===== config.mk =====
export PLATFORM = sky130hd
export DESIGN_NAME = ahb_slave_if_flat
export DESIGN_NICKNAME = d
export VERILOG_FILES = /design/src/rtl/ahb_pkg.sv /design/src/rtl/ahb_slave_if_if.sv /design/src/rtl/ahb_slave_if_xfer_check.sv /design/src/rtl/ahb_slave_if.sv /design/src/flat_wrapper.sv
export SDC_FILE = /design/constraint.sdc
export NUM_CORES = 1
export LEC_CHECK = 0
export CAP_MARGIN = 20
export CORE_ASPECT_RATIO = 1.25
export CORE_MARGIN = 8
export CORE_UTILIZATION = 41
export DETAILED_ROUTE_END_ITERATION = 12
export GPL_TIMING_DRIVEN = 0
export HOLD_SLACK_MARGIN = 0.1
export PLACE_DENSITY = 0.88
export SYNTH_ARGS = -nofsm -noshare
export SYNTH_HDL_FRONTEND = slang
export SYNTH_HIERARCHICAL = 1
export SYNTH_SLANG_ARGS = --single-unit

===== constraint.sdc =====
create_clock -name ahb_clk_in -period 9.9 [get_ports ahb_clk_in]
set_clock_uncertainty 0.2 [all_clocks]
set_input_delay 2.475 -clock ahb_clk_in [delete_from_list [all_inputs] [get_ports ahb_clk_in]]
set_output_delay 2.475 -clock ahb_clk_in [all_outputs]
set_load 0.02 [all_outputs]

===== src/rtl/ahb_pkg.sv =====
// ahb_pkg: AHB encodings shared by master and slave, plus slave FSM states
package ahb_pkg;
  typedef enum logic [1:0] {
    HTRANS_IDLE   = 2'd0,
    HTRANS_BUSY   = 2'd1,
    HTRANS_NONSEQ = 2'd2,
    HTRANS_SEQ    = 2'd3
  } htrans_e;
  typedef enum logic [2:0] {
    HBURST_SINGLE = 3'd0,
    HBURST_INCR   = 3'd1,
    HBURST_WRAP4  = 3'd2,
    HBURST_INCR4  = 3'd3,
    HBURST_WRAP8  = 3'd4,
    HBURST_INCR8  = 3'd5,
    HBURST_WRAP16 = 3'd6,
    HBURST_INCR16 = 3'd7
  } hburst_e;
  localparam logic HRESP_OKAY  = 1'b0;
  localparam logic HRESP_ERROR = 1'b1;
  typedef enum logic [1:0] {
    ST_IDLE = 2'd0,
    ST_DATA = 2'd1,
    ST_ERR1 = 2'd2,
    ST_ERR2 = 2'd3
  } slv_state_e;
endpackage


===== src/rtl/ahb_slave_if_if.sv =====
// ahb_slave_if_if: AHB bus signals seen by one slave, with master/slave views
interface ahb_slave_if_if #(
  parameter int AHB_ADDR_WIDTH = 32,
  parameter int AHB_DATA_WIDTH = 32
) ();
  logic                      ahb_sel_in;
  logic [AHB_ADDR_WIDTH-1:0] ahb_addr_in;
  logic [1:0]                ahb_trans_in;
  logic [2:0]                ahb_burst_in;
  logic [2:0]                ahb_size_in;
  logic                      ahb_write_in;
  logic [AHB_DATA_WIDTH-1:0] ahb_wdata_in;
  logic                      ahb_ready_in;
  logic                      ahb_readyout_out;
  logic                      ahb_resp_out;
  logic [AHB_DATA_WIDTH-1:0] ahb_rdata_out;
  modport slave (
    input  ahb_sel_in, ahb_addr_in, ahb_trans_in, ahb_burst_in, ahb_size_in,
           ahb_write_in, ahb_wdata_in, ahb_ready_in,
    output ahb_readyout_out, ahb_resp_out, ahb_rdata_out
  );
  modport master (
    output ahb_sel_in, ahb_addr_in, ahb_trans_in, ahb_burst_in, ahb_size_in,
           ahb_write_in, ahb_wdata_in, ahb_ready_in,
    input  ahb_readyout_out, ahb_resp_out, ahb_rdata_out
  );
endinterface


===== src/rtl/ahb_slave_if_xfer_check.sv =====
// ahb_xfer_check: flags an address-phase beat with illegal size, misalignment or out-of-range offset
module ahb_xfer_check #(
  parameter int ADDR_WIDTH = 32,
  parameter int DATA_WIDTH = 32,
  parameter int SLV_SIZE   = 4096
) (
  input  logic [ADDR_WIDTH-1:0] addr_i,
  input  logic [2:0]            size_i,
  output logic                  err_o
);
  localparam int AW1 = ADDR_WIDTH + 1;
  logic [ADDR_WIDTH-1:0] mask;
  logic [ADDR_WIDTH:0]   end_addr;
  logic                  size_bad, misaligned, out_of_range;
  always_comb begin
    size_bad     = (32'd8 << size_i) > 32'(DATA_WIDTH);
    mask         = ADDR_WIDTH'((32'd1 << size_i) - 32'd1);
    misaligned   = |(addr_i & mask);
    end_addr     = {1'b0, addr_i} + AW1'(32'd1 << size_i);
    out_of_range = end_addr > AW1'(SLV_SIZE);
    err_o        = size_bad | misaligned | out_of_range;
  end
endmodule


===== src/rtl/ahb_slave_if.sv =====
// ahb_slave_if: AHB slave front end driving a one-beat backend, with two-cycle ERROR response.
// Define AHB_SLV_WAIT_EN to let the backend stretch the data phase via other_ready_in.
module ahb_slave_if
  import ahb_pkg::*;
#(
  parameter int AHB_ADDR_WIDTH   = 32,
  parameter int AHB_DATA_WIDTH   = 32,
  parameter int AHB_SLV_SIZE     = 4096,
  parameter int AHB_WAIT_TIMEOUT = 6
) (
  input  logic                      ahb_clk_in,
  input  logic                      ahb_rstn_in,
  ahb_slave_if_if.slave             bus,
  output logic                      other_valid_out,
  output logic [AHB_ADDR_WIDTH-1:0] other_addr_out,
  output logic [2:0]                other_size_out,
  output logic                      other_write_out,
  output logic [AHB_DATA_WIDTH-1:0] other_wdata_out,
  input  logic [AHB_DATA_WIDTH-1:0] other_rdata_in,
  input  logic                      other_ready_in,
  input  logic                      other_error_in
);
  slv_state_e                state_q, state_d;
  logic [AHB_ADDR_WIDTH-1:0] addr_q, addr_d;
  logic [2:0]                size_q, size_d;
  logic                      write_q, write_d;
  logic                      accept, in_data, err_now, done, take, chk_err;
  ahb_xfer_check #(
    .ADDR_WIDTH(AHB_ADDR_WIDTH),
    .DATA_WIDTH(AHB_DATA_WIDTH),
    .SLV_SIZE  (AHB_SLV_SIZE)
  ) u_check (
    .addr_i(bus.ahb_addr_in),
    .size_i(bus.ahb_size_in),
    .err_o (chk_err)
  );
`ifdef AHB_SLV_WAIT_EN
  localparam int WCW = $clog2(AHB_WAIT_TIMEOUT + 1);
  logic [WCW-1:0] wcnt_q, wcnt_d;
  logic           timeout;
  // The low-ready cycle that reaches the limit is itself the first ERROR cycle
  always_comb begin
    timeout = in_data & ~other_ready_in & (wcnt_q == WCW'(AHB_WAIT_TIMEOUT - 1));
    err_now = in_data & (other_error_in | timeout);
    done    = in_data & other_ready_in & ~err_now;
    wcnt_d  = (in_data & ~other_ready_in & ~err_now) ? wcnt_q + WCW'(1) : '0;
  end
  always_ff @(posedge ahb_clk_in)
    wcnt_q <= !ahb_rstn_in ? '0 : wcnt_d;
  logic unused;
  assign unused = ^{bus.ahb_burst_in, bus.ahb_trans_in[0]};
`else
  always_comb begin
    err_now = in_data & other_error_in;
    done    = in_data & ~other_error_in;
  end
  logic unused;
  assign unused = ^{bus.ahb_burst_in, bus.ahb_trans_in[0], other_ready_in};
`endif
  always_comb begin
    accept  = bus.ahb_sel_in & bus.ahb_ready_in & bus.ahb_trans_in[1];
    take    = accept & (state_q == ST_IDLE | state_q == ST_ERR2 | done);
    state_d = err_now               ? ST_ERR2 :
              state_q == ST_ERR1    ? ST_ERR2 :
              (in_data & ~done)     ? ST_DATA :
              take                  ? (chk_err ? ST_ERR1 : ST_DATA) : ST_IDLE;
    addr_d  = take ? bus.ahb_addr_in  : addr_q;
    size_d  = take ? bus.ahb_size_in  : size_q;
    write_d = take ? bus.ahb_write_in : write_q;
  end
  assign in_data              = state_q == ST_DATA;
  assign bus.ahb_readyout_out = in_data ? done : state_q != ST_ERR1;
  assign bus.ahb_resp_out     = (err_now | state_q == ST_ERR1 | state_q == ST_ERR2) ? HRESP_ERROR : HRESP_OKAY;
  assign bus.ahb_rdata_out    = (done & ~write_q) ? other_rdata_in : '0;
  assign other_valid_out      = in_data;
  assign other_addr_out       = addr_q;
  assign other_size_out       = size_q;
  assign other_write_out      = write_q;
  assign other_wdata_out      = bus.ahb_wdata_in;
  always_ff @(posedge ahb_clk_in) begin
    if (!ahb_rstn_in) begin
      state_q <= ST_IDLE;
      addr_q  <= '0;
      size_q  <= '0;
      write_q <= 1'b0;
    end else begin
      state_q <= state_d;
      addr_q  <= addr_d;
      size_q  <= size_d;
      write_q <= write_d;
    end
  end
endmodule


===== src/flat_wrapper.sv =====
// flat-port wrapper written by rule: the top's interface ports become plain ports
module ahb_slave_if_flat import ahb_pkg::*;
#(
  parameter int AHB_ADDR_WIDTH   = 32,
  parameter int AHB_DATA_WIDTH   = 32,
  parameter int AHB_SLV_SIZE     = 4096,
  parameter int AHB_WAIT_TIMEOUT = 6
)
  (ahb_clk_in, ahb_rstn_in, other_valid_out, other_addr_out, other_size_out, other_write_out, other_wdata_out, other_rdata_in, other_ready_in, other_error_in, bus_ahb_sel_in, bus_ahb_addr_in, bus_ahb_trans_in, bus_ahb_burst_in, bus_ahb_size_in, bus_ahb_write_in, bus_ahb_wdata_in, bus_ahb_ready_in, bus_ahb_readyout_out, bus_ahb_resp_out, bus_ahb_rdata_out);
  ahb_slave_if_if #(.AHB_ADDR_WIDTH(AHB_ADDR_WIDTH), .AHB_DATA_WIDTH(AHB_DATA_WIDTH)) bus_i ();
  input  logic ahb_clk_in;
  input  logic ahb_rstn_in;
  output logic other_valid_out;
  output logic [AHB_ADDR_WIDTH-1:0] other_addr_out;
  output logic [2:0] other_size_out;
  output logic other_write_out;
  output logic [AHB_DATA_WIDTH-1:0] other_wdata_out;
  input  logic [AHB_DATA_WIDTH-1:0] other_rdata_in;
  input  logic other_ready_in;
  input  logic other_error_in;
  input wire logic [$bits(bus_i.ahb_sel_in)-1:0] bus_ahb_sel_in;
  input wire logic [$bits(bus_i.ahb_addr_in)-1:0] bus_ahb_addr_in;
  input wire logic [$bits(bus_i.ahb_trans_in)-1:0] bus_ahb_trans_in;
  input wire logic [$bits(bus_i.ahb_burst_in)-1:0] bus_ahb_burst_in;
  input wire logic [$bits(bus_i.ahb_size_in)-1:0] bus_ahb_size_in;
  input wire logic [$bits(bus_i.ahb_write_in)-1:0] bus_ahb_write_in;
  input wire logic [$bits(bus_i.ahb_wdata_in)-1:0] bus_ahb_wdata_in;
  input wire logic [$bits(bus_i.ahb_ready_in)-1:0] bus_ahb_ready_in;
  output wire logic [$bits(bus_i.ahb_readyout_out)-1:0] bus_ahb_readyout_out;
  output wire logic [$bits(bus_i.ahb_resp_out)-1:0] bus_ahb_resp_out;
  output wire logic [$bits(bus_i.ahb_rdata_out)-1:0] bus_ahb_rdata_out;
  assign bus_i.ahb_sel_in = bus_ahb_sel_in;
  assign bus_i.ahb_addr_in = bus_ahb_addr_in;
  assign bus_i.ahb_trans_in = bus_ahb_trans_in;
  assign bus_i.ahb_burst_in = bus_ahb_burst_in;
  assign bus_i.ahb_size_in = bus_ahb_size_in;
  assign bus_i.ahb_write_in = bus_ahb_write_in;
  assign bus_i.ahb_wdata_in = bus_ahb_wdata_in;
  assign bus_i.ahb_ready_in = bus_ahb_ready_in;
  assign bus_ahb_readyout_out = bus_i.ahb_readyout_out;
  assign bus_ahb_resp_out = bus_i.ahb_resp_out;
  assign bus_ahb_rdata_out = bus_i.ahb_rdata_out;
  ahb_slave_if #(.AHB_ADDR_WIDTH(AHB_ADDR_WIDTH), .AHB_DATA_WIDTH(AHB_DATA_WIDTH), .AHB_SLV_SIZE(AHB_SLV_SIZE), .AHB_WAIT_TIMEOUT(AHB_WAIT_TIMEOUT)) u_core (.ahb_clk_in(ahb_clk_in), .ahb_rstn_in(ahb_rstn_in), .bus(bus_i), .other_valid_out(other_valid_out), .other_addr_out(other_addr_out), .other_size_out(other_size_out), .other_write_out(other_write_out), .other_wdata_out(other_wdata_out), .other_rdata_in(other_rdata_in), .other_ready_in(other_ready_in), .other_error_in(other_error_in));
endmodule

==> impl_metrics.env, run 1 <==
export IMPL_layout_nets=752
export IMPL_finalPower_mw=0.470
export IMPL_initial_utilization_pct=42.0
export IMPL_area_fraction_in_compound_gates_after_synthesis_pct=13.2
export IMPL_post_synth_mux_area_share_pct=12.6
export IMPL_timing_max_slew_rel_slack_pct=64.7
export IMPL_post_synth_top_count_cell="sky130_fd_sc_hd__nand2_1"
export IMPL_synth_top_family_by_area="simple AND/OR/NAND/NOR gates"
export IMPL_multi_input_area_sq_um=2250
export IMPL_h_tree_depth=2
export IMPL_dp_cells=719
export IMPL_core_region_area_sq_um=8190
export IMPL_timing_final_max_slew_violations=0
export IMPL_final_instance_count_excl_fill=727
export IMPL_synth_top_cells_by_area="sky130_fd_sc_hd__dfxtp_1 22%, sky130_fd_sc_hd__mux2i_1 12%, sky130_fd_sc_hd__nand2_1 9.5%"
export IMPL_cp_max_fo=10
export IMPL_grt_start_max_net_pins=12
export IMPL_quantity_of_hold_fixing_buffers_added_after_cts=0
export IMPL_power_leakage_nw=2.11
export IMPL_synth_enable_flop_cells=0
export IMPL_cp_required_ps=7230
export IMPL_area_growth_syn_to_layout_pct=57.8
export IMPL_finalCoreUtilization_pct=66.3
export IMPL_globalRouteOverflowTotal=0
export IMPL_synth_yosys_warnings=6
export IMPL_yosys_area_share_simple_pct=30.3
export IMPL_synth_adder_area_share_pct=4.58
export IMPL_site_row_count=37
export IMPL_syn_num_nets=569
export IMPL_max_cap_violations=0
export IMPL_drc_errors=0
export IMPL_drt_first_pass_iters=5
export IMPL_finalWirelength_um=12400
export IMPL_clock_sinks=38
export IMPL_power_density_cells_nw_per_um2=86.5
export IMPL_n_fill_cell=688
export IMPL_global_route_wire_length_before_repair_um=19600
export IMPL_placedInstanceArea_sq_um=5320
export IMPL_syn_cell_area_sq_um=3440
export IMPL_synth_main_ff_cell="sky130_fd_sc_hd__dfxtp_1"
export IMPL_synthesis_area_per_instance_sq_um=7.71
export IMPL_avgRoutedWirePerCell_um=17.1
export IMPL_endpoint_kind="output pin"
export IMPL_grt_setup_unrepaired="false"
export IMPL_start_kind="input port"
export IMPL_drt_initial_drc_count=210
export IMPL_global_route_usage_total_pct=20.2
export IMPL_timing_setup_tns_ps=0
export IMPL_max_freq_ghz=0.141
export IMPL_n_diodes=0
export IMPL_crit_arrival_ps=4390
export IMPL_hold_path_depth=2
export IMPL_rrSetupSlack_ps=8040
export IMPL_share_of_the_synthesized_area_in_the_top_cell_type_pct=22.1
export IMPL_status="finished clean"
export IMPL_antenna_found_initial=0
export IMPL_floorplan_io_pins=214
export IMPL_cts_tree="built"
export IMPL_cts_reportedPaths_clkPinSlew_ps=80
export IMPL_cts_made_buffers=5
export IMPL_clkLatencyLatePin_ps=280
export IMPL_antenna_violating_nets_remaining=0
export IMPL_post_route_cells_drive_above_1_share_pct=9.68
export IMPL_dr_total_vias=3846
export IMPL_final_setup_viol_count=0
export IMPL_ys_seq_area_share_pct=22.1
export IMPL_post_dr_vias_cell=5.29
export IMPL_peakVddDrop_mv=0.0495
export IMPL_buffer_ports_inserted=176
export IMPL_hp_class="reg2reg"
export IMPL_synthCells=446
export IMPL_postSynth_asyncResetShare_pct=0
export IMPL_worstMarginPinSlew_ps=529
export IMPL_globalplace_congestion=0.862
export IMPL_post_synth_num_cell_types=66
export IMPL_sequential_cell_area_sq_um=761
export IMPL_timing_worst_setup_path_type="in2out"
export IMPL_yosys_area_top_type="sky130_fd_sc_hd__dfxtp_1"
export IMPL_rr_worst_depth=6
export IMPL_hold_violations=0
export IMPL_grt_pass1_vias=3777
export IMPL_clock_tree_root_cell="sky130_fd_sc_hd__clkbuf_8"
export IMPL_hpwl_um=10500
export IMPL_final_min_clock_period_ps=7070
export IMPL_synth_common_cells="87 x sky130_fd_sc_hd__nand2_1, 42 x sky130_fd_sc_hd__mux2i_1, 38 x sky130_fd_sc_hd__dfxtp_1"
export IMPL_synth_seq_cells=38
export IMPL_postCtsResizedCells=0
export IMPL_cts_path_max_buffers=2
export IMPL_crit_share_post_route_pct=71.4
export IMPL_die_width_um=97.9
export IMPL_layout_cell_area_non_filler_sq_um=5430
export IMPL_die_height_um=118
export IMPL_dieArea_sq_um=11600
export IMPL_cts_post_setup_buffers_inserted=0
export IMPL_xor_xnor_cell_area_share_of_the_yosys_netlist_pct=4.58
[layout make-up]
type | instances | share of cell area (%)
clock buffer | 7 | 1.41
clock inverter | 1 | 0.553
buffer | 57 | 7.21
timing repair buffer | 176 | 32.4
sequential | 38 | 14.0
tap | 97 | 2.24
inverter | 11 | 0.761
multi-input combinational | 340 | 41.4
[worst max-delay path, cell delays in order]
cell	delay, ps
sky130_fd_sc_hd__clkdlybuf4s50_1	480
sky130_fd_sc_hd__nor2b_4	150
sky130_fd_sc_hd__and2b_2	190
sky130_fd_sc_hd__clkbuf_1	280
sky130_fd_sc_hd__and2_1	180
sky130_fd_sc_hd__clkdlybuf4s50_1	630
[power breakdown]
part / switching, mW / internal [mW] / leakage, nW
Clock: 0.0554 / 0.0755 / 0.0524
Sequential: 0.00356 / 0.159 / 0.309
Combinational: 0.0837 / 0.0923 / 1.75
Total: 0.143 / 0.327 / 2.11
[per-stage QoR]
stage	setup slack (ps)	hold WS, ps
after global routing	2700	281
after CTS	2830	262
after detailed placement	2790	245
final	2830	260
after global placement	2850	243
after floorplan	3950	333
[cell families after synthesis]
| kind of cell | Yosys count |
|---|---|
| AO/OA/AOI/OAI | 63 |
| XOR/XNOR | 18 |
| multiplexers | 43 |
| buffers and inverters | 68 |
| flip-flops | 38 |
| AND/OR/NAND/NOR | 204 |
| adder cells (fa/ha/maj) | 12 |
[sequential cells by signal, summed over array words and instances (netlist names)]
| name | cells |
|---|---|
| u_core/other_size_out | 3 |
| u_core/other_write_out | 1 |
| u_core/state_q | 2 |
| u_core/other_addr_out | 32 |
[per-layer routing]
metal,up-vias,part of all wire [%],routed length (um),GRT usage (%)
met5,-,0,0,0
met4,0,2.4,299,6.94
met3,24,6.9,855,3.82
met2,191,52,6510,38.5
met1,1762,38,4760,21.4
li1,1869,-,-,-
[layout by cell type (no fill, tap or decap), types with 3 or more instances in the layout]
cell type                         Yosys  final
sky130_fd_sc_hd__nand3_1             12     12
sky130_fd_sc_hd__a21oi_1              7      7
sky130_fd_sc_hd__buf_6                3      3
sky130_fd_sc_hd__nand4_1             10     10
sky130_fd_sc_hd__a211oi_1             3      3
sky130_fd_sc_hd__nand2b_1             3      3
sky130_fd_sc_hd__ha_1                11     11
sky130_fd_sc_hd__o21ai_0             13     13
sky130_fd_sc_hd__and2_1              34     34
sky130_fd_sc_hd__nor3_1               6      6
sky130_fd_sc_hd__xor2_1               6      6
sky130_fd_sc_hd__clkbuf_1            17     19
sky130_fd_sc_hd__a31oi_1              6      6
sky130_fd_sc_hd__a21o_1               6      6
sky130_fd_sc_hd__inv_1               11     11
sky130_fd_sc_hd__or3_1                3      3
sky130_fd_sc_hd__buf_4               32     32
sky130_fd_sc_hd__mux2i_1             42     42
sky130_fd_sc_hd__nor2_1              16     16
sky130_fd_sc_hd__nor4_1               3      3
sky130_fd_sc_hd__and3_1               7      7
sky130_fd_sc_hd__nand2_1             87     87
sky130_fd_sc_hd__nor2b_1              3      3
sky130_fd_sc_hd__or2_2                3      3
sky130_fd_sc_hd__dfxtp_1             38     38
sky130_fd_sc_hd__buf_8                3      3
sky130_fd_sc_hd__xnor2_1             12     12
sky130_fd_sc_hd__clkdlybuf4s50_1      0    176
sky130_fd_sc_hd__clkbuf_8             0      5
[worst paths after layout]
check,endpoint,start
setup reg to reg,u_core/other_addr_out[19],u_core/state_q[0]
setup / recovery,bus_ahb_rdata_out[24],other_error_in
hold / removal,u_core/other_addr_out[4],u_core/other_addr_out[4]
hold reg to reg,u_core/other_addr_out[4],u_core/other_addr_out[4]
Power figures use the tool's default switching activity.
==> inputs of run 2 (changes only) <==
--- a/config.mk
+++ b/config.mk
@@ -8,11 +8,11 @@
 export CAP_MARGIN = 20
 export CORE_ASPECT_RATIO = 1.25
 export CORE_MARGIN = 8
-export CORE_UTILIZATION = 41
+export CORE_UTILIZATION = 38
 export DETAILED_ROUTE_END_ITERATION = 12
 export GPL_TIMING_DRIVEN = 0
 export HOLD_SLACK_MARGIN = 0.1
-export PLACE_DENSITY = 0.88
+export PLACE_DENSITY = 0.83
 export SYNTH_ARGS = -nofsm -noshare
 export SYNTH_HDL_FRONTEND = slang
 export SYNTH_HIERARCHICAL = 1
==> constraint.sdc (replaced) <==
create_clock -name ahb_clk_in -period 7.15 [get_ports ahb_clk_in]
set_clock_uncertainty 0.2 [all_clocks]
set_input_delay 1.7875 -clock ahb_clk_in [delete_from_list [all_inputs] [get_ports ahb_clk_in]]
set_output_delay 1.7875 -clock ahb_clk_in [all_outputs]
set_load 0.02 [all_outputs]
==> run 2 against run 1 <==
Against the previous run:
- first-iteration DRC count up 2.4%
- setup slack worse by 1900 ps
- hold slack got worse by 3.4 ps
- utilization fell by 4.9 points
- die area rose by 6.7%
- final area up 1.4%
- flip-flop and latch count did not move
- non-clock buffer count did not move
- clock power is 73% higher
- via count is 1.4% lower
- critical endpoint is now u_core/state_q[0]
==> impl_metrics.env, run 2 (synthesized netlist as in run 1, its figures left out) <==
export IMPL_area_growth_syn_to_layout_pct=60.1
export IMPL_finalCoreUtilization_pct=61.3
export IMPL_power_leakage_nw=2.13
export IMPL_most_common_layout_cells="176 x sky130_fd_sc_hd__clkdlybuf4s50_1, 87 x sky130_fd_sc_hd__nand2_1, 42 x sky130_fd_sc_hd__mux2i_1, 38 x sky130_fd_sc_hd__dfxtp_1, 34 x sky130_fd_sc_hd__and2_1"
export IMPL_final_min_clock_period_ps=6170
export IMPL_site_row_count=39
export IMPL_clkLatencyLatePin_ps=280
export IMPL_post_dr_vias_cell=5.04
export IMPL_globalplace_congestion=0.951
export IMPL_hpwl_um=10600
export IMPL_dp_cells=745
export IMPL_finalWirelength_um=12600
export IMPL_quantity_of_hold_fixing_buffers_added_after_cts=0
export IMPL_sequential_cell_area_sq_um=761
export IMPL_whs_ps=257
export IMPL_cts_tree="built"
export IMPL_timing_final_ws_setup_ps=977
export IMPL_placement_setup_worst_slack_ps=790
export IMPL_global_route_wire_length_before_repair_um=18900
export IMPL_rrSetupSlack_ps=5350
export IMPL_dr_total_vias=3794
export IMPL_drt_initial_drc_count=215
export IMPL_clock_tree_root_cell="sky130_fd_sc_hd__clkbuf_16"
export IMPL_max_cap_violations=0
export IMPL_number_of_flip_flops_in_the_largest_register=32
export IMPL_avgRoutedWirePerCell_um=16.7
export IMPL_cp_required_ps=7160
export IMPL_die_width_um=101
export IMPL_postCtsResizedCells=0
export IMPL_antenna_found_initial=0
export IMPL_cts_path_max_buffers=2
export IMPL_dieArea_sq_um=12400
export IMPL_drt_first_pass_iters=9
export IMPL_cts_made_buffers=5
export IMPL_core_region_area_sq_um=8980
export IMPL_timing_setup_tns_ps=0
export IMPL_layout_nets=752
export IMPL_n_fill_cell=801
export IMPL_hold_violations=0
export IMPL_n_diodes=0
export IMPL_max_freq_ghz=0.162
export IMPL_worstMarginPinSlew_ps=550
export IMPL_antenna_violating_nets_remaining=0
export IMPL_placedInstanceArea_sq_um=5360
export IMPL_crit_arrival_ps=6180
export IMPL_initial_utilization_pct=38.3
export IMPL_timing_final_max_slew_violations=0
export IMPL_multi_input_area_sq_um=2250
export IMPL_globalRouteOverflowTotal=0
export IMPL_grt_setup_unrepaired="false"
export IMPL_final_setup_viol_count=0
export IMPL_timing_worst_setup_path_type="in2reg"
export IMPL_grt_start_max_net_pins=13
export IMPL_layout_cell_area_non_filler_sq_um=5510
export IMPL_crit_share_post_route_pct=86.3
export IMPL_final_common_cell="sky130_fd_sc_hd__clkdlybuf4s50_1"
export IMPL_cts_reportedPaths_clkPinSlew_ps=60
export IMPL_hp_class="reg2reg"
export IMPL_status="finished clean"
export IMPL_h_tree_depth=2
export IMPL_cp_max_fo=10
export IMPL_cts_post_setup_buffers_inserted=0
export IMPL_grt_pass1_vias=3690
export IMPL_clock_sinks=38
export IMPL_drc_errors=0
export IMPL_start_kind="input port"
export IMPL_buffer_ports_inserted=176
export IMPL_global_route_usage_total_pct=19.0
export IMPL_finalPower_mw=0.697
export IMPL_timing_max_slew_rel_slack_pct=63.3
export IMPL_final_instance_count_excl_fill=753
export IMPL_power_density_cells_nw_per_um2=127
export IMPL_post_route_cells_drive_above_1_share_pct=10.0
export IMPL_endpoint_kind="flip-flop"
export IMPL_floorplan_io_pins=214
export IMPL_peakVddDrop_mv=0.0939
export IMPL_die_height_um=122
==> run 2: where the power goes <==
group	leakage [nW]	internal, mW	total, mW	switching, mW
clock	0.0729	0.138	0.227	0.0892
sequential	0.309	0.221	0.226	0.00466
combinational	1.75	0.128	0.244	0.116
==> run 2: final timing paths <==
check / from / end / cells after the start
setup / recovery: bus_ahb_size_in[1] / u_core/state_q[0] / 16
hold reg to reg: u_core/other_addr_out[18] / u_core/other_addr_out[18] / 2
setup reg to reg: u_core/state_q[0] / u_core/other_addr_out[15] / 6
hold / removal: u_core/other_addr_out[18] / u_core/other_addr_out[18] / 2
==> run 2: metal layers <==
layer	up-vias	wire, um	GRT usage, %
met5	-	0	0
met4	0	203	6.35
met3	19	990	3.86
met2	164	6690	37.1
met1	1740	4710	19.3
li1	1871	-	-
==> run 2: worst max-delay path, stage by stage <==
cell and delay [ps]:
sky130_fd_sc_hd__clkdlybuf4s50_1 680, sky130_fd_sc_hd__clkbuf_1 360, sky130_fd_sc_hd__or3_1 230, sky130_fd_sc_hd__inv_1 60, sky130_fd_sc_hd__ha_1 220, sky130_fd_sc_hd__fa_1 460
sky130_fd_sc_hd__or2_1 240, sky130_fd_sc_hd__a31oi_2 340, sky130_fd_sc_hd__a21oi_1 110, sky130_fd_sc_hd__or4b_1 500, sky130_fd_sc_hd__nor4_1 290, sky130_fd_sc_hd__nand4_1 140
sky130_fd_sc_hd__a211oi_1 300, sky130_fd_sc_hd__nand4_1 160, sky130_fd_sc_hd__nand2b_1 180, sky130_fd_sc_hd__o21ai_0 120
==> run 2: area by class of cell <==
cell class	count	area share, %
plain buffers	57	7.11
repair buffers	176	32.0
multi-input cells	340	40.8
inverters	11	0.750
clock inverters	2	0.227
clock buffers	6	2.52
flip-flops and latches	38	13.8
well taps	123	2.79
==> inputs of run 3 (changes only) <==
--- a/config.mk
+++ b/config.mk
@@ -8,12 +8,12 @@
 export CAP_MARGIN = 20
 export CORE_ASPECT_RATIO = 1.25
 export CORE_MARGIN = 8
-export CORE_UTILIZATION = 38
+export CORE_UTILIZATION = 35
 export DETAILED_ROUTE_END_ITERATION = 12
 export GPL_TIMING_DRIVEN = 0
 export HOLD_SLACK_MARGIN = 0.1
-export PLACE_DENSITY = 0.83
+export PLACE_DENSITY = 0.78
+export RECOVER_POWER = 50
 export SYNTH_ARGS = -nofsm -noshare
 export SYNTH_HDL_FRONTEND = slang
-export SYNTH_HIERARCHICAL = 1
 export SYNTH_SLANG_ARGS = --single-unit
==> run 3 against run 2 <==
Against the previous run:
- utilization fell by 3.1 points
- routed wire length rose by 12%
- sequential power barely moved
- global-route usage rose by 1.7 points
- largest cell class unchanged
- setup slack improved by 60 ps
- hold slack got worse by 1.1 ps
- cell count rose by 0.27%
- critical path depth fell by 10
- highest routed layer unchanged
- clock power rose by 29%
- critical endpoint is now bus_ahb_rdata_out[14]
- non-clock buffer count fell by 8
==> impl_metrics.env, run 3 <==
export IMPL_status="finished clean"
export IMPL_cp_required_ps=5160
export IMPL_post_route_cells_drive_above_1_share_pct=8.28
export IMPL_max_freq_ghz=0.164
export IMPL_topRoutingLayerUsed="met4"
export IMPL_global_route_wire_length_before_repair_um=20900
export IMPL_endpoint_kind="output pin"
export IMPL_synth_top_cells_by_area="sky130_fd_sc_hd__dfxtp_1 23%, sky130_fd_sc_hd__nand2_1 9.8%, sky130_fd_sc_hd__a21boi_0 8.2%"
export IMPL_critPathMaxStageDelay_ps=630
export IMPL_p_switching_mw=0.208
export IMPL_drt_initial_drc_count=130
export IMPL_final_common_cell="sky130_fd_sc_hd__clkdlybuf4s50_1"
export IMPL_n_fill_cell=845
export IMPL_synth_main_ff_cell="sky130_fd_sc_hd__dfxtp_1"
export IMPL_clock_tree_root_cell="sky130_fd_sc_hd__clkbuf_16"
export IMPL_grt_setup_unrepaired="false"
export IMPL_globalplace_congestion=0.907
export IMPL_slowest_stage_cell_crit_path="sky130_fd_sc_hd__clkdlybuf4s50_1"
export IMPL_syn_num_nets=575
export IMPL_yosys_area_top_type="sky130_fd_sc_hd__dfxtp_1"
export IMPL_synth_common_cells="86 x sky130_fd_sc_hd__nand2_1, 38 x sky130_fd_sc_hd__dfxtp_1, 36 x sky130_fd_sc_hd__a21boi_0"
export IMPL_h_tree_depth=2
export IMPL_dieArea_sq_um=12800
export IMPL_synth_enable_flop_cells=0
export IMPL_endpoint="bus_ahb_rdata_out[14]"
export IMPL_initial_utilization_pct=36.0
export IMPL_synthesis_area_per_instance_sq_um=7.32
export IMPL_max_cap_violations=0
export IMPL_global_route_usage_total_pct=20.7
export IMPL_finalPower_mw=0.740
export IMPL_timing_final_max_slew_violations=0
export IMPL_hpwl_um=12100
export IMPL_relative_contribution_of_combinational_cells_to_total_power_pct=30.2
export IMPL_worstMarginPinSlew_ps=687
export IMPL_buffer_ports_inserted=168
export IMPL_crit_arrival_ps=4130
export IMPL_drt_first_pass_iters=4
export IMPL_timing_setup_tns_ps=0
export IMPL_rr_worst_depth=8
export IMPL_dr_total_vias=3910
export IMPL_hp_class="reg2reg"
export IMPL_site_row_count=39
export IMPL_antenna_violating_nets_remaining=0
export IMPL_quantity_of_hold_fixing_buffers_added_after_cts=0
export IMPL_postSynth_asyncResetShare_pct=0
export IMPL_clock_power_share_pct=39.5
export IMPL_power_leakage_nw=2.14
export IMPL_share_of_the_synthesized_area_in_the_top_cell_type_pct=23.0
export IMPL_globalRouteOverflowTotal=0
export IMPL_hold_violations=0
export IMPL_timing_max_slew_rel_slack_pct=53.6
export IMPL_clkLatencyLatePin_ps=280
export IMPL_most_common_layout_cells="130 x sky130_fd_sc_hd__clkdlybuf4s50_1, 86 x sky130_fd_sc_hd__nand2_1, 38 x sky130_fd_sc_hd__dlygate4sd3_1, 38 x sky130_fd_sc_hd__dfxtp_1, 36 x sky130_fd_sc_hd__a21boi_0"
export IMPL_rrSetupSlack_ps=4680
export IMPL_crit_share_post_route_pct=85.5
export IMPL_dr_wl_met2_um=7520
export IMPL_peakVddDrop_mv=0.0964
export IMPL_power_density_cells_nw_per_um2=138
export IMPL_die_height_um=125
export IMPL_critical_path_cell_chain="dlygate4sd3_1 -> nor2b_1 -> nor2b_1 -> clkbuf_1 -> and2_1 -> clkdlybuf4s50_1"
export IMPL_core_region_area_sq_um=9170
export IMPL_grt_start_max_net_pins=14
export IMPL_final_min_clock_period_ps=6110
export IMPL_post_dr_vias_cell=5.18
export IMPL_grt_pass1_vias=3876
export IMPL_synth_seq_cells=38
export IMPL_placement_setup_worst_slack_ps=977
export IMPL_sequential_cell_area_sq_um=761
export IMPL_multi_input_area_sq_um=2130
export IMPL_final_setup_viol_count=0
export IMPL_power_switching_share_pct=28.2
export IMPL_m1WireLength_um=4950
export IMPL_postCtsResizedCells=0
export IMPL_synthCells=452
export IMPL_cpMostUsedCell="sky130_fd_sc_hd__nor2b_1"
export IMPL_timing_worst_setup_path_type="in2out"
export IMPL_finalWirelength_um=14200
export IMPL_critical_path_reg2reg_endpoint="u_core.other_addr_out[12]"
export IMPL_ys_seq_area_share_pct=23.0
export IMPL_floorplan_io_pins=214
export IMPL_post_synth_num_cell_types=62
export IMPL_cts_reportedPaths_clkPinSlew_ps=60
export IMPL_antenna_found_initial=4
export IMPL_power_report_internal_total_mw=0.532
export IMPL_layout_nets=750
export IMPL_cp_max_fo=10
export IMPL_avgRoutedWirePerCell_um=18.8
export IMPL_post_synth_top_count_cell="sky130_fd_sc_hd__nand2_1"
export IMPL_crit_path_start="other_error_in"
export IMPL_timing_final_ws_setup_ps=1040
export IMPL_cts_tree="built"
export IMPL_cts_post_setup_buffers_inserted=0
export IMPL_synth_yosys_warnings=0
export IMPL_drc_errors=0
export IMPL_cts_path_max_buffers=2
export IMPL_cts_made_buffers=5
export IMPL_routed_wl_met3_um=1280
export IMPL_power_share_sequential_pct=30.3
export IMPL_clock_sinks=38
export IMPL_number_of_flip_flops_in_the_largest_register=32
export IMPL_syn_cell_area_sq_um=3310
export IMPL_finalCoreUtilization_pct=58.3
export IMPL_regToRegStartpoint="u_core.state_q[1]"
export IMPL_die_width_um=103
export IMPL_start_kind="input port"
export IMPL_area_growth_syn_to_layout_pct=61.7
[run 3: cell types whose count changed after synthesis, moves of 5 or more]
cell / change
sky130_fd_sc_hd__inv_1: +9
sky130_fd_sc_hd__a21oi_1: +7
sky130_fd_sc_hd__clkbuf_1: +5
sky130_fd_sc_hd__xnor2_1: -6
sky130_fd_sc_hd__a21boi_0: +36
sky130_fd_sc_hd__mux2i_1: -39
[run 3: cells by family (layout without fill, tap and decap cells)]
group	count (synthesis)	in the layout	share of synthesized area [%]
XOR/XNOR	11	11	3.33
other	0	4	0
flip-flops	38	38	23.0
adder cells (fa/ha/maj)	13	13	5.07
AND/OR/NAND/NOR	208	208	32.1
AO/OA/AOI/OAI	101	101	22.8
buffers and inverters	77	253	12.4
multiplexers	4	4	1.25
[run 3: layout make-up]
class | count | share of cell area [%]
Clock inverter | 3 | 1.29
Sequential cell | 38 | 14.2
Timing Repair Buffer | 168 | 31.5
Antenna cell | 4 | 0.187
Tap cell | 123 | 2.88
Multi-Input combinational cell | 337 | 39.9
Clock buffer | 5 | 2.34
Buffer | 57 | 6.30
Inverter | 20 | 1.40
[run 3: routing by layer]
metal / track usage [%] / up-vias
li1: - / 1891
met4: 8.11 / 0
met1: 19.8 / 1802
met5: 0 / -
met2: 40.0 / 190
met3: 4.87 / 27
[run 3: power by group through the flow]
stage	clock network (mW)	logic, mW	registers [mW]
after CTS	0.294	0.227	0.225
after floorplan	0	0.106	0.238
after detailed placement	0	0.226	0.229
after global placement	0	0.221	0.229
final	0.293	0.224	0.224
after global routing	0.301	0.240	0.225
[run 3: metrics by stage]
stage               cell area (sq um)  std cells  hold WS (ps)
finish                           5350        755           256
global route                     5350        755           280
CTS                              5340        751           264
detailed placement               5140        743           256
global placement                 5140        743           250
floorplan                        3310        452           341
[run 3: worst max-delay path: cells and delay by family]
family	cells	cell delay, ps
buf+inv	3	1530
simple gates	3	810
[run 3: worst min path at each step]
stage / from / to / slack [ps] / depth (start not counted)
after global routing: u_core.other_addr_out[24] / u_core.other_addr_out[24] / 280 / 2
after floorplan: u_core.other_addr_out[13] / u_core.other_addr_out[13] / 340 / 2
after detailed placement: u_core.other_addr_out[31] / u_core.other_addr_out[31] / 260 / 2
after CTS: u_core.other_addr_out[31] / u_core.other_addr_out[31] / 260 / 2
final: u_core.other_addr_out[31] / u_core.other_addr_out[31] / 260 / 2
after global placement: u_core.other_addr_out[24] / u_core.other_addr_out[24] / 250 / 2
